==> src/rtl/sh2_ext_bus_bridge_pkg.sv <==
// sh2_ext_bus_bridge_pkg: shared types for the SH7604 external-bus bridge.
//   state_e   - bridge FSM states (IDLE, BUSY, DONE)
//   mem_req_t - request fields latched at the start of a CPU bus cycle
//   area_t    - encoded chip-select area plus valid flag
//   area_enc  - active-high select vector to lowest-index area
package sh2_ext_bus_bridge_pkg;

    typedef enum logic [1:0] {IDLE, BUSY, DONE} state_e;

    typedef struct packed {
        logic [26:0] a;
        logic [1:0]  area;
        logic [31:0] dout;
        logic [3:0]  be;
        logic        wr;
    } mem_req_t;

    typedef struct packed {
        logic       valid;
        logic [1:0] idx;
    } area_t;

    // Lowest asserted select wins when several are active.
    function automatic area_t area_enc(input logic [3:0] sel);
        area_enc.valid = |sel;
        area_enc.idx   = sel[0] ? 2'd0 : sel[1] ? 2'd1 : sel[2] ? 2'd2 : 2'd3;
    endfunction

endpackage

==> src/rtl/sh2_ext_bus_bridge_if.sv <==
// sh2_ext_bus_bridge_if: CPU bus pins plus generic memory port of the bridge.
//   CPU side : CE_R, CE_F, A, DO, DI, BS_N, CS0_N..CS3_N, RD_WR_N, RD_N, WE_N, WAIT_N
//   Mem side : MEM_A, MEM_AREA, MEM_DO, MEM_BE, MEM_WR, MEM_REQ, MEM_DI, MEM_ACK
//   Status   : TO_ERR
//   slave  = bridge view, master = CPU/memory environment view
interface sh2_ext_bus_bridge_if;
    logic        CE_R;
    logic        CE_F;
    logic [26:0] A;
    logic [31:0] DO;
    logic [31:0] DI;
    logic        BS_N;
    logic        CS0_N;
    logic        CS1_N;
    logic        CS2_N;
    logic        CS3_N;
    logic        RD_WR_N;
    logic        RD_N;
    logic [3:0]  WE_N;
    logic        WAIT_N;
    logic [26:0] MEM_A;
    logic [1:0]  MEM_AREA;
    logic [31:0] MEM_DO;
    logic [3:0]  MEM_BE;
    logic        MEM_WR;
    logic        MEM_REQ;
    logic [31:0] MEM_DI;
    logic        MEM_ACK;
    logic        TO_ERR;

    modport slave (
        input  CE_R, CE_F, A, DO, BS_N, CS0_N, CS1_N, CS2_N, CS3_N, RD_WR_N, RD_N, WE_N,
        input  MEM_DI, MEM_ACK,
        output DI, WAIT_N, MEM_A, MEM_AREA, MEM_DO, MEM_BE, MEM_WR, MEM_REQ, TO_ERR
    );

    modport master (
        output CE_R, CE_F, A, DO, BS_N, CS0_N, CS1_N, CS2_N, CS3_N, RD_WR_N, RD_N, WE_N,
        output MEM_DI, MEM_ACK,
        input  DI, WAIT_N, MEM_A, MEM_AREA, MEM_DO, MEM_BE, MEM_WR, MEM_REQ, TO_ERR
    );
endinterface

==> src/rtl/sh2_ext_bus_bridge.sv <==
// sh2_ext_bus_bridge: turns SH7604 CS0..CS3 bus cycles into single req/ack memory transactions.
//   CLK, RST_N : clock, asynchronous active-low reset
//   bus        : slave modport carrying CPU pins, memory port and TO_ERR
//   AREA_EN    : per-area enable mask (bit n = CSn_N)
//   TIMEOUT    : CE_R cycles in BUSY before forced completion, 0 disables
//   TO_DATA    : read data returned on timeout
import sh2_ext_bus_bridge_pkg::*;

module sh2_ext_bus_bridge #(
    parameter logic [3:0]  AREA_EN = 4'b1111,
    parameter int unsigned TIMEOUT = 255,
    parameter logic [31:0] TO_DATA = 32'hFFFFFFFF
) (
    input logic                  CLK,
    input logic                  RST_N,
    sh2_ext_bus_bridge_if.slave  bus
);

    localparam int CW = (TIMEOUT < 1) ? 1 : $clog2(TIMEOUT + 1);

    state_e        state_q;
    mem_req_t      req_q, req_d;
    logic [31:0]   di_q;
    logic          req_on_q, to_err_q, abort_q;
    logic [CW-1:0] cnt_q, cnt_d;
    logic [3:0]    cs_n;
    area_t         sel;
    logic          start, cs_hi, ack, to_hit, drop;
    logic          unused_pins;

    assign unused_pins = &{1'b0, bus.CE_F, bus.RD_N};

    assign cs_n  = {bus.CS3_N, bus.CS2_N, bus.CS1_N, bus.CS0_N};
    assign sel   = area_enc(~cs_n & AREA_EN);
    assign start = !bus.BS_N && sel.valid;
    assign cs_hi = cs_n[req_q.area];
    assign ack   = bus.MEM_ACK && req_on_q;
    // Saturating increment; timeout fires on the edge the counter would reach TIMEOUT.
    assign cnt_d  = (&cnt_q) ? cnt_q : cnt_q + 1'b1;
    assign to_hit = (TIMEOUT != 0) && !ack && (cnt_d == CW'(TIMEOUT));
    // Select released during BUSY: finish quietly and skip DONE.
    assign drop   = abort_q || cs_hi;

    assign req_d.a    = bus.A;
    assign req_d.area = sel.idx;
    assign req_d.dout = bus.DO;
    assign req_d.wr   = !bus.RD_WR_N;
    assign req_d.be   = !bus.RD_WR_N ? ~bus.WE_N : 4'hF;

    always_ff @(posedge CLK or negedge RST_N) begin
        if (!RST_N) begin
            state_q  <= IDLE;
            req_q    <= '0;
            req_on_q <= 1'b0;
            di_q     <= '0;
            to_err_q <= 1'b0;
            abort_q  <= 1'b0;
            cnt_q    <= '0;
        end else if (bus.CE_R) begin
            to_err_q <= 1'b0;
            if (state_q == BUSY) begin
                cnt_q   <= cnt_d;
                abort_q <= abort_q | cs_hi;
                if (ack || to_hit) begin
                    req_on_q <= 1'b0;
                    to_err_q <= to_hit;
                    if (!req_q.wr && !drop)
                        di_q <= ack ? bus.MEM_DI : TO_DATA;
                    state_q <= drop ? IDLE : DONE;
                end
            end else if (start) begin
                // start implies BS_N low, so this also covers the back-to-back case from DONE
                req_q    <= req_d;
                req_on_q <= 1'b1;
                cnt_q    <= '0;
                abort_q  <= 1'b0;
                state_q  <= BUSY;
            end else if (state_q == DONE && (cs_hi || !bus.BS_N)) begin
                state_q <= IDLE;
            end
        end
    end

    assign bus.WAIT_N   = !((state_q == IDLE && start) || state_q == BUSY);
    assign bus.DI       = di_q;
    assign bus.MEM_A    = req_q.a;
    assign bus.MEM_AREA = req_q.area;
    assign bus.MEM_DO   = req_q.dout;
    assign bus.MEM_BE   = req_q.be;
    assign bus.MEM_WR   = req_q.wr;
    assign bus.MEM_REQ  = req_on_q;
    assign bus.TO_ERR   = to_err_q;

endmodule

==> src/flat_wrapper.sv <==
// flat-port wrapper written by rule: the top's interface ports become plain ports
module sh2_ext_bus_bridge_flat 
#(
    parameter logic [3:0]  AREA_EN = 4'b1111,
    parameter int unsigned TIMEOUT = 255,
    parameter logic [31:0] TO_DATA = 32'hFFFFFFFF
)
  (CLK, RST_N, bus_CE_R, bus_CE_F, bus_A, bus_DO, bus_BS_N, bus_CS0_N, bus_CS1_N, bus_CS2_N, bus_CS3_N, bus_RD_WR_N, bus_RD_N, bus_WE_N, bus_MEM_DI, bus_MEM_ACK, bus_DI, bus_WAIT_N, bus_MEM_A, bus_MEM_AREA, bus_MEM_DO, bus_MEM_BE, bus_MEM_WR, bus_MEM_REQ, bus_TO_ERR);
  sh2_ext_bus_bridge_if bus_i ();
  input logic CLK;
  input logic RST_N;
  input wire logic [$bits(bus_i.CE_R)-1:0] bus_CE_R;
  input wire logic [$bits(bus_i.CE_F)-1:0] bus_CE_F;
  input wire logic [$bits(bus_i.A)-1:0] bus_A;
  input wire logic [$bits(bus_i.DO)-1:0] bus_DO;
  input wire logic [$bits(bus_i.BS_N)-1:0] bus_BS_N;
  input wire logic [$bits(bus_i.CS0_N)-1:0] bus_CS0_N;
  input wire logic [$bits(bus_i.CS1_N)-1:0] bus_CS1_N;
  input wire logic [$bits(bus_i.CS2_N)-1:0] bus_CS2_N;
  input wire logic [$bits(bus_i.CS3_N)-1:0] bus_CS3_N;
  input wire logic [$bits(bus_i.RD_WR_N)-1:0] bus_RD_WR_N;
  input wire logic [$bits(bus_i.RD_N)-1:0] bus_RD_N;
  input wire logic [$bits(bus_i.WE_N)-1:0] bus_WE_N;
  input wire logic [$bits(bus_i.MEM_DI)-1:0] bus_MEM_DI;
  input wire logic [$bits(bus_i.MEM_ACK)-1:0] bus_MEM_ACK;
  output wire logic [$bits(bus_i.DI)-1:0] bus_DI;
  output wire logic [$bits(bus_i.WAIT_N)-1:0] bus_WAIT_N;
  output wire logic [$bits(bus_i.MEM_A)-1:0] bus_MEM_A;
  output wire logic [$bits(bus_i.MEM_AREA)-1:0] bus_MEM_AREA;
  output wire logic [$bits(bus_i.MEM_DO)-1:0] bus_MEM_DO;
  output wire logic [$bits(bus_i.MEM_BE)-1:0] bus_MEM_BE;
  output wire logic [$bits(bus_i.MEM_WR)-1:0] bus_MEM_WR;
  output wire logic [$bits(bus_i.MEM_REQ)-1:0] bus_MEM_REQ;
  output wire logic [$bits(bus_i.TO_ERR)-1:0] bus_TO_ERR;
  assign bus_i.CE_R = bus_CE_R;
  assign bus_i.CE_F = bus_CE_F;
  assign bus_i.A = bus_A;
  assign bus_i.DO = bus_DO;
  assign bus_i.BS_N = bus_BS_N;
  assign bus_i.CS0_N = bus_CS0_N;
  assign bus_i.CS1_N = bus_CS1_N;
  assign bus_i.CS2_N = bus_CS2_N;
  assign bus_i.CS3_N = bus_CS3_N;
  assign bus_i.RD_WR_N = bus_RD_WR_N;
  assign bus_i.RD_N = bus_RD_N;
  assign bus_i.WE_N = bus_WE_N;
  assign bus_i.MEM_DI = bus_MEM_DI;
  assign bus_i.MEM_ACK = bus_MEM_ACK;
  assign bus_DI = bus_i.DI;
  assign bus_WAIT_N = bus_i.WAIT_N;
  assign bus_MEM_A = bus_i.MEM_A;
  assign bus_MEM_AREA = bus_i.MEM_AREA;
  assign bus_MEM_DO = bus_i.MEM_DO;
  assign bus_MEM_BE = bus_i.MEM_BE;
  assign bus_MEM_WR = bus_i.MEM_WR;
  assign bus_MEM_REQ = bus_i.MEM_REQ;
  assign bus_TO_ERR = bus_i.TO_ERR;
  sh2_ext_bus_bridge #(.AREA_EN(AREA_EN), .TIMEOUT(TIMEOUT), .TO_DATA(TO_DATA)) u_core (.CLK(CLK), .RST_N(RST_N), .bus(bus_i));
endmodule
==> config.mk <==
export PLATFORM = sky130hd
export DESIGN_NAME = sh2_ext_bus_bridge_flat
export DESIGN_NICKNAME = d
export VERILOG_FILES = /design/src/rtl/sh2_ext_bus_bridge_pkg.sv /design/src/rtl/sh2_ext_bus_bridge_if.sv /design/src/rtl/sh2_ext_bus_bridge.sv /design/src/flat_wrapper.sv
export SDC_FILE = /design/constraint.sdc
export NUM_CORES = 1
export LEC_CHECK = 0
export BUFFER_PORTS_ARGS = -buffer_cell sky130_fd_sc_hd__buf_2
export CAP_MARGIN = 15
export CORE_UTILIZATION = 40
export CTS_CLUSTER_DIAMETER = 40
export DETAILED_ROUTE_END_ITERATION = 10
export PLACE_DENSITY_LB_ADDON = 0.1
export SLEW_MARGIN = 20
export SYNTH_ARGS = -nofsm -noshare
export SYNTH_HDL_FRONTEND = slang
export SYNTH_SLANG_ARGS = --single-unit
==> constraint.sdc <==
create_clock -name CLK -period 2.7 [get_ports CLK]
set_input_delay 0.54 -clock CLK [delete_from_list [all_inputs] [get_ports CLK]]
set_output_delay 0.54 -clock CLK [all_outputs]
set_load 0.05 [all_outputs]
---- After elaboration in Yosys (flattened, before gate mapping) ----
Index checks and enable logic that the tools add are counted.
word-level totals
  register bits ........................... 111
  latch bits .............................. 0
  bits in writable memories ............... 0
  ROM bits ................................ 0
  bits of input ports ..................... 107
  word-level logic and storage cells ...... 69
  memories ................................ 0
operators by class
  add/subtract/negate cells ............... 1
  multipliers ............................. 0
  div/mod/pow operators ................... 0
  $lt $le $gt $ge ......................... 1
  eq/ne operators ......................... 4
  shifts and indexed selects .............. 0
  mux-type cells .......................... 22
  bitwise operators ....................... 4
  reduce and logical (&&, ||, !) cells .... 26
operators by type and width
  operator             count
  $mux 32              1
  $mux 8               3
  $mux 2               7
  $mux 1               9
  $reduce_and 3->1     3
  $add 8x1->8 const B  1
  $eq 8x8->1 const B   1
  $not 4->4            2
  $reduce_and 8->1     1
  $logic_and 1x1->1    6
  $logic_not 1->1      6
  $logic_or 1x1->1     4
  $mux 4               1
  $reduce_and 4->1     1
  $reduce_or 4->1      1
  $lt 2x3->1 const B   1
  $reduce_bool 3->1    1
  $bmux 1 s2           1
  $eq 2x1->1 const B   1
  $eq 2x2->1 const B   1
  $logic_not 2->1      1
  $ne 2x2->1 const B   1
  $reduce_and 2->1     1
  $reduce_bool 2->1    1
  2 further kinds      2

---- Depth between registers and ports, before layout ----
  depth after elaboration ................. 7
  depth in mapped cells ................... 7

---- Worst setup path before layout ----
Ideal clock, no wire load.
  path kind ............................... flip-flop to flip-flop
  start ................................... register u_core.req_q, in the netlist u_core.bus.MEM_AREA[0]
  end ..................................... register u_core.di_q[10], in the netlist u_core.bus.DI[10]
  setup time .............................. 141 ps
  arrival ................................. 2279 ps
  setup slack ............................. 280 ps
  cell stages (with the launch flop) ...... 8
  buffers on the path ..................... 2
  cells stage by stage .................... dfrtp_1 mux4_2 or3_4 or3_1 buf_2 buf_6 nand2_1 nand3_1
on the way
  longest elaborated chain between the ends .. 6
RTL lines
  element                            line                      source
  start: declaration                 sh2_ext_bus_bridge.sv:22  mem_req_t req_q, req_d;
  start signal: assignment           sh2_ext_bus_bridge.sv:73  req_q <= req_d;
  $bmux 1 s2                         sh2_ext_bus_bridge.sv:36  assign cs_hi = cs_n[req_q.area];
  $mux 1 (not written as such)       sh2_ext_bus_bridge.sv:36
  $logic_or 1x1->1                   sh2_ext_bus_bridge.sv:42  assign drop = abort_q || cs_hi;
  $logic_not 1->1                    sh2_ext_bus_bridge.sv:67  if (!req_q.wr && !drop)
  $logic_and 1x1->1                  sh2_ext_bus_bridge.sv:67
  $reduce_and 4->1 (no source line)  n/a
  end signal: assignment             sh2_ext_bus_bridge.sv:68  di_q <= ack ? bus.MEM_DI : TO_DATA;
  end: declaration                   sh2_ext_bus_bridge.sv:23  logic [31:0] di_q;
Every way passes these cells. The select of a mux whose other input is x is not followed.
A chain may end at the register's enable or synchronous reset.

---- Worst setup path in the final report ----
  start ................................... register u_core.req_q, in the netlist u_core.bus.MEM_AREA[0]
  end ..................................... register u_core.di_q[14], in the netlist u_core.bus.DI[14]
The elaborated chain is that of the path after synthesis.

==> metrics.log <==
INFO  metric status = completed
INFO  metric timing_hold_violations_final = 0
INFO  metric synth_enable_flop_cells = 0
INFO  metric cellLeakagePower = 3.20 nW
INFO  metric pwr-share-clk = 0.153
INFO  metric crit_start = u_core.bus.MEM_AREA[0]
INFO  metric synthesis.area = 4610 um2
INFO  metric floorplan.rows = 38
INFO  metric synth_area_per_cell = about 12 um2
INFO  metric grt_pass1_vias = around 3500
INFO  metric maxcap_viol_count = 0
INFO  metric slowest_delay = roughly 0.54 ns
INFO  metric slew_violations = 0
INFO  metric worstSkewPairLatency = around 0.35 ns
INFO  metric groute.usage.overall = 0.187
INFO  metric via_count = roughly 3700
INFO  metric post_synth_num_cell_types = between 40 and 50
INFO  metric critical_path.startpoint_type = flop
INFO  metric final-seq-area = about 2800 um2
INFO  metric numPortBuffers = 205
INFO  metric maximum_clock_rate = roughly 0.45 GHz
INFO  metric reg2reg_depth = 6
INFO  metric final_layout_size_suffix_gt1_frac = 0.481
INFO  metric worst_ep_arrival_time = 2.43 ns
INFO  metric drc = 0
INFO  metric initial_core_util = 0.418
INFO  metric core_footprint = between 10000 and 15000 um2
INFO  metric min_period_over_period = 0.822
INFO  metric grt_max_degree = 73
INFO  metric filler_cell_count = between 1000 and 1500
INFO  metric clock_tree.htree_level_count = 3
INFO  metric floorplan.die.height = around 110 um
INFO  metric clk_root_buffer_cell = sky130_fd_sc_hd__clkbuf_16
INFO  metric finalSetupViolCount = 0
INFO  metric synth_largest_area_cell = sky130_fd_sc_hd__dfrtp_1
INFO  metric p_comb_frac = 0.522
INFO  metric antenna-diode-count = 0
INFO  metric detailedRoute.firstIterationViolations = between 100 and 150
INFO  metric cts_repair_resize_count = 0
INFO  metric hold_path_class = input port to async pin
INFO  metric sequentialPowerShare = 0.325
INFO  metric place_hpwl = 7960 um
INFO  metric p_per_area = between 1000 and 1500 nW/um2
INFO  metric combined_buffer_and_inverter_count_along_the_critical_path = 1
INFO  metric yosys_register_bits = around 110
INFO  metric grt_first_pass_wirelength = ~17000 um
INFO  metric netlist_instances = approximately 400
INFO  metric netSwitchingFraction = 0.503
INFO  metric tightest_slew = approximately 0.54 ns
INFO  metric critical_path.slowest_cell = sky130_fd_sc_hd__mux4_2
INFO  metric drt-wirelength-per-cell = about 15 um
INFO  metric postRouteWirelength = around 11000 um
INFO  metric path_cells = mux4_2, or3_4, or3_1, buf_4, nand2_1, nand3_1
INFO  metric multi_input_area = around 1700 um2
INFO  metric fp.dieW = between 100 and 150 um
INFO  metric critical_path_class = flop to flop
INFO  metric synthesis.nets = slightly above 500
INFO  metric maximum_clock_path_buffer_count = 2
INFO  metric cts_hold_repair.buffers = 0
INFO  metric synth.top_cell.area_share = 0.603
INFO  metric timing.hold.ws = between 0.15 and 0.2 ns
INFO  metric slew_headroom = 0.639
INFO  metric setup_total_negative_slack = 0 ns
INFO  metric rsz0062_at_grt = no
INFO  metric minimum_clock_period = 2.22 ns
INFO  metric grt.overflow.total = 0
INFO  metric cts_sinks = ~110
INFO  metric critical_path_required = between 2 and 3 ns
INFO  metric report.power.total = slightly below 0.009 W
INFO  metric syn2layout_area_growth = 32.0%
INFO  metric yosys.cell_count.top_type = sky130_fd_sc_hd__dfrtp_1
INFO  metric skew = 0.00611 ns
INFO  metric drt-vias-per-instance = 4.98
INFO  metric antenna_found_initial = 0
INFO  metric synth.cells.most_frequent = sky130_fd_sc_hd__dfrtp_1 (111), sky130_fd_sc_hd__nand2_1 (85), sky130_fd_sc_hd__mux2_2 (59)
INFO  metric drt_first_pass_iters = 4
INFO  metric p_sw = roughly 0.0044 W
INFO  metric synth_sequential_area_ratio = 0.603
INFO  metric crit_path_end_kind = flop
INFO  metric timing.critical_path.fanout_max = 32
INFO  metric num_io_pins = between 200 and 250
INFO  metric final_antenna_net_count = 0
INFO  metric critPathTopFamily = simple AND/OR/NAND/NOR gates
INFO  metric cts_buffers = 9
INFO  metric dominantRegCellSynth = sky130_fd_sc_hd__dfrtp_1
INFO  metric final_net_count = about 700
INFO  metric reg2reg_from = u_core.bus.MEM_AREA[0]
INFO  metric clk_pin_slew_worst_paths = approximately 0.07 ns
INFO  metric post-cts-setup-buffers = 0
INFO  metric critical_path_depth = 6
INFO  metric ffs_w_async_s_r_synth = 1.00
INFO  metric irDropWorstVdd = about 0.90 mV
INFO  metric regToRegSetupSlack = 0.48 ns
INFO  metric gp_congestion = a little over 0.8
INFO  metric cell_types_with_the_largest_area_share_after_synthesis = sky130_fd_sc_hd__dfrtp_1 (60%), sky130_fd_sc_hd__mux2_2 (14%), sky130_fd_sc_hd__nand2_1 (6.9%), sky130_fd_sc_hd__nand3_1 (4.0%), sky130_fd_sc_hd__a21oi_1 (1.3%)
INFO  metric internal_power = between 0.004 and 0.005 W
INFO  metric synth-warning-count = 0
INFO  metric cts_tree = yes
INFO  metric floorplan.die_area = roughly 12000 um2
cells by family after synthesis:
group | share of synthesized area
simple gates | 0.153
flops | 0.603
mux | 0.151
compound gates | 0.0614
buf+inv | 0.0288
fa+ha+maj | 0.00272
state kept, by name, summed over array words and instances (netlist names), 2 cells and up:
register and count:
u_core.state_q 2, u_core.bus.MEM_AREA 2, u_core.cnt_q 8, u_core.bus.MEM_DO 32
u_core.bus.DI 32, u_core.bus.MEM_BE 4, u_core.bus.MEM_A 27
stage by stage:
step           std cells   util  cell area (um2)  worst slack, ns
6_report             741  0.551             6080            0.479
5_1_grt              741  0.551             6080            0.297
4_1_cts              741  0.551             6080            0.485
3_5_place_dp         728  0.525             5790            0.278
3_3_place_gp         728  0.525             5790            0.284
2_1_floorplan        398      -             4610            0.280
placed cells by master (no fill, tap or decap), types with 3 or more instances in the layout:
cell type and count:
sky130_fd_sc_hd__a21oi_1 12, sky130_fd_sc_hd__buf_2 204, sky130_fd_sc_hd__buf_4 7, sky130_fd_sc_hd__clkbuf_16 9
sky130_fd_sc_hd__dfrtp_1 111, sky130_fd_sc_hd__inv_1 5, sky130_fd_sc_hd__mux2_2 59, sky130_fd_sc_hd__nand2_1 85
sky130_fd_sc_hd__nand3_1 37, sky130_fd_sc_hd__nand3b_1 3, sky130_fd_sc_hd__nor2_1 6, sky130_fd_sc_hd__nor2b_1 6
sky130_fd_sc_hd__o21a_1 3, sky130_fd_sc_hd__o21ai_0 12
power groups by stage:
stage / combinational [W] / clock, W / sequential, W
finish: 0.00452 / 0.00132 / 0.00281
global route: 0.00476 / 0.00141 / 0.00292
CTS: 0.00457 / 0.00137 / 0.00282
detailed placement: 0.00456 / 0 / 0.00285
global placement: 0.00452 / 0 / 0.00280
floorplan: 0.000904 / 0 / 0.00537
worst paths after layout:
| path | to |
|---|---|
| min in group CLK | u_core.bus.DI[23] |
| worst max register to register | u_core.bus.DI[14] |
| max in group asynchronous | u_core.bus.MEM_A[21] |
| worst min register to register | u_core.bus.MEM_BE[0] |
| worst max-delay path | u_core.bus.DI[14] |
| worst min-delay path | u_core.bus.MEM_A[10] |
metal layers:
metal / up-vias / track usage / wire length, um
met5: - / 0 / 0
met3: 19 / 0.0468 / 781
met4: 0 / 0.0886 / 213
met2: 128 / 0.306 / 5360
met1: 1767 / 0.234 / 4680
li1: 1773 / - / -
layout make-up:
cell class,count,share of cell area
flip-flops and latches,111,0.457
multi-input cells,259,0.281
repair buffers,213,0.183
clock buffers,12,0.0422
well taps,140,0.0288
clock inverters,1,0.00494
inverters,5,0.00309
(Power assumes the default switching activity.)
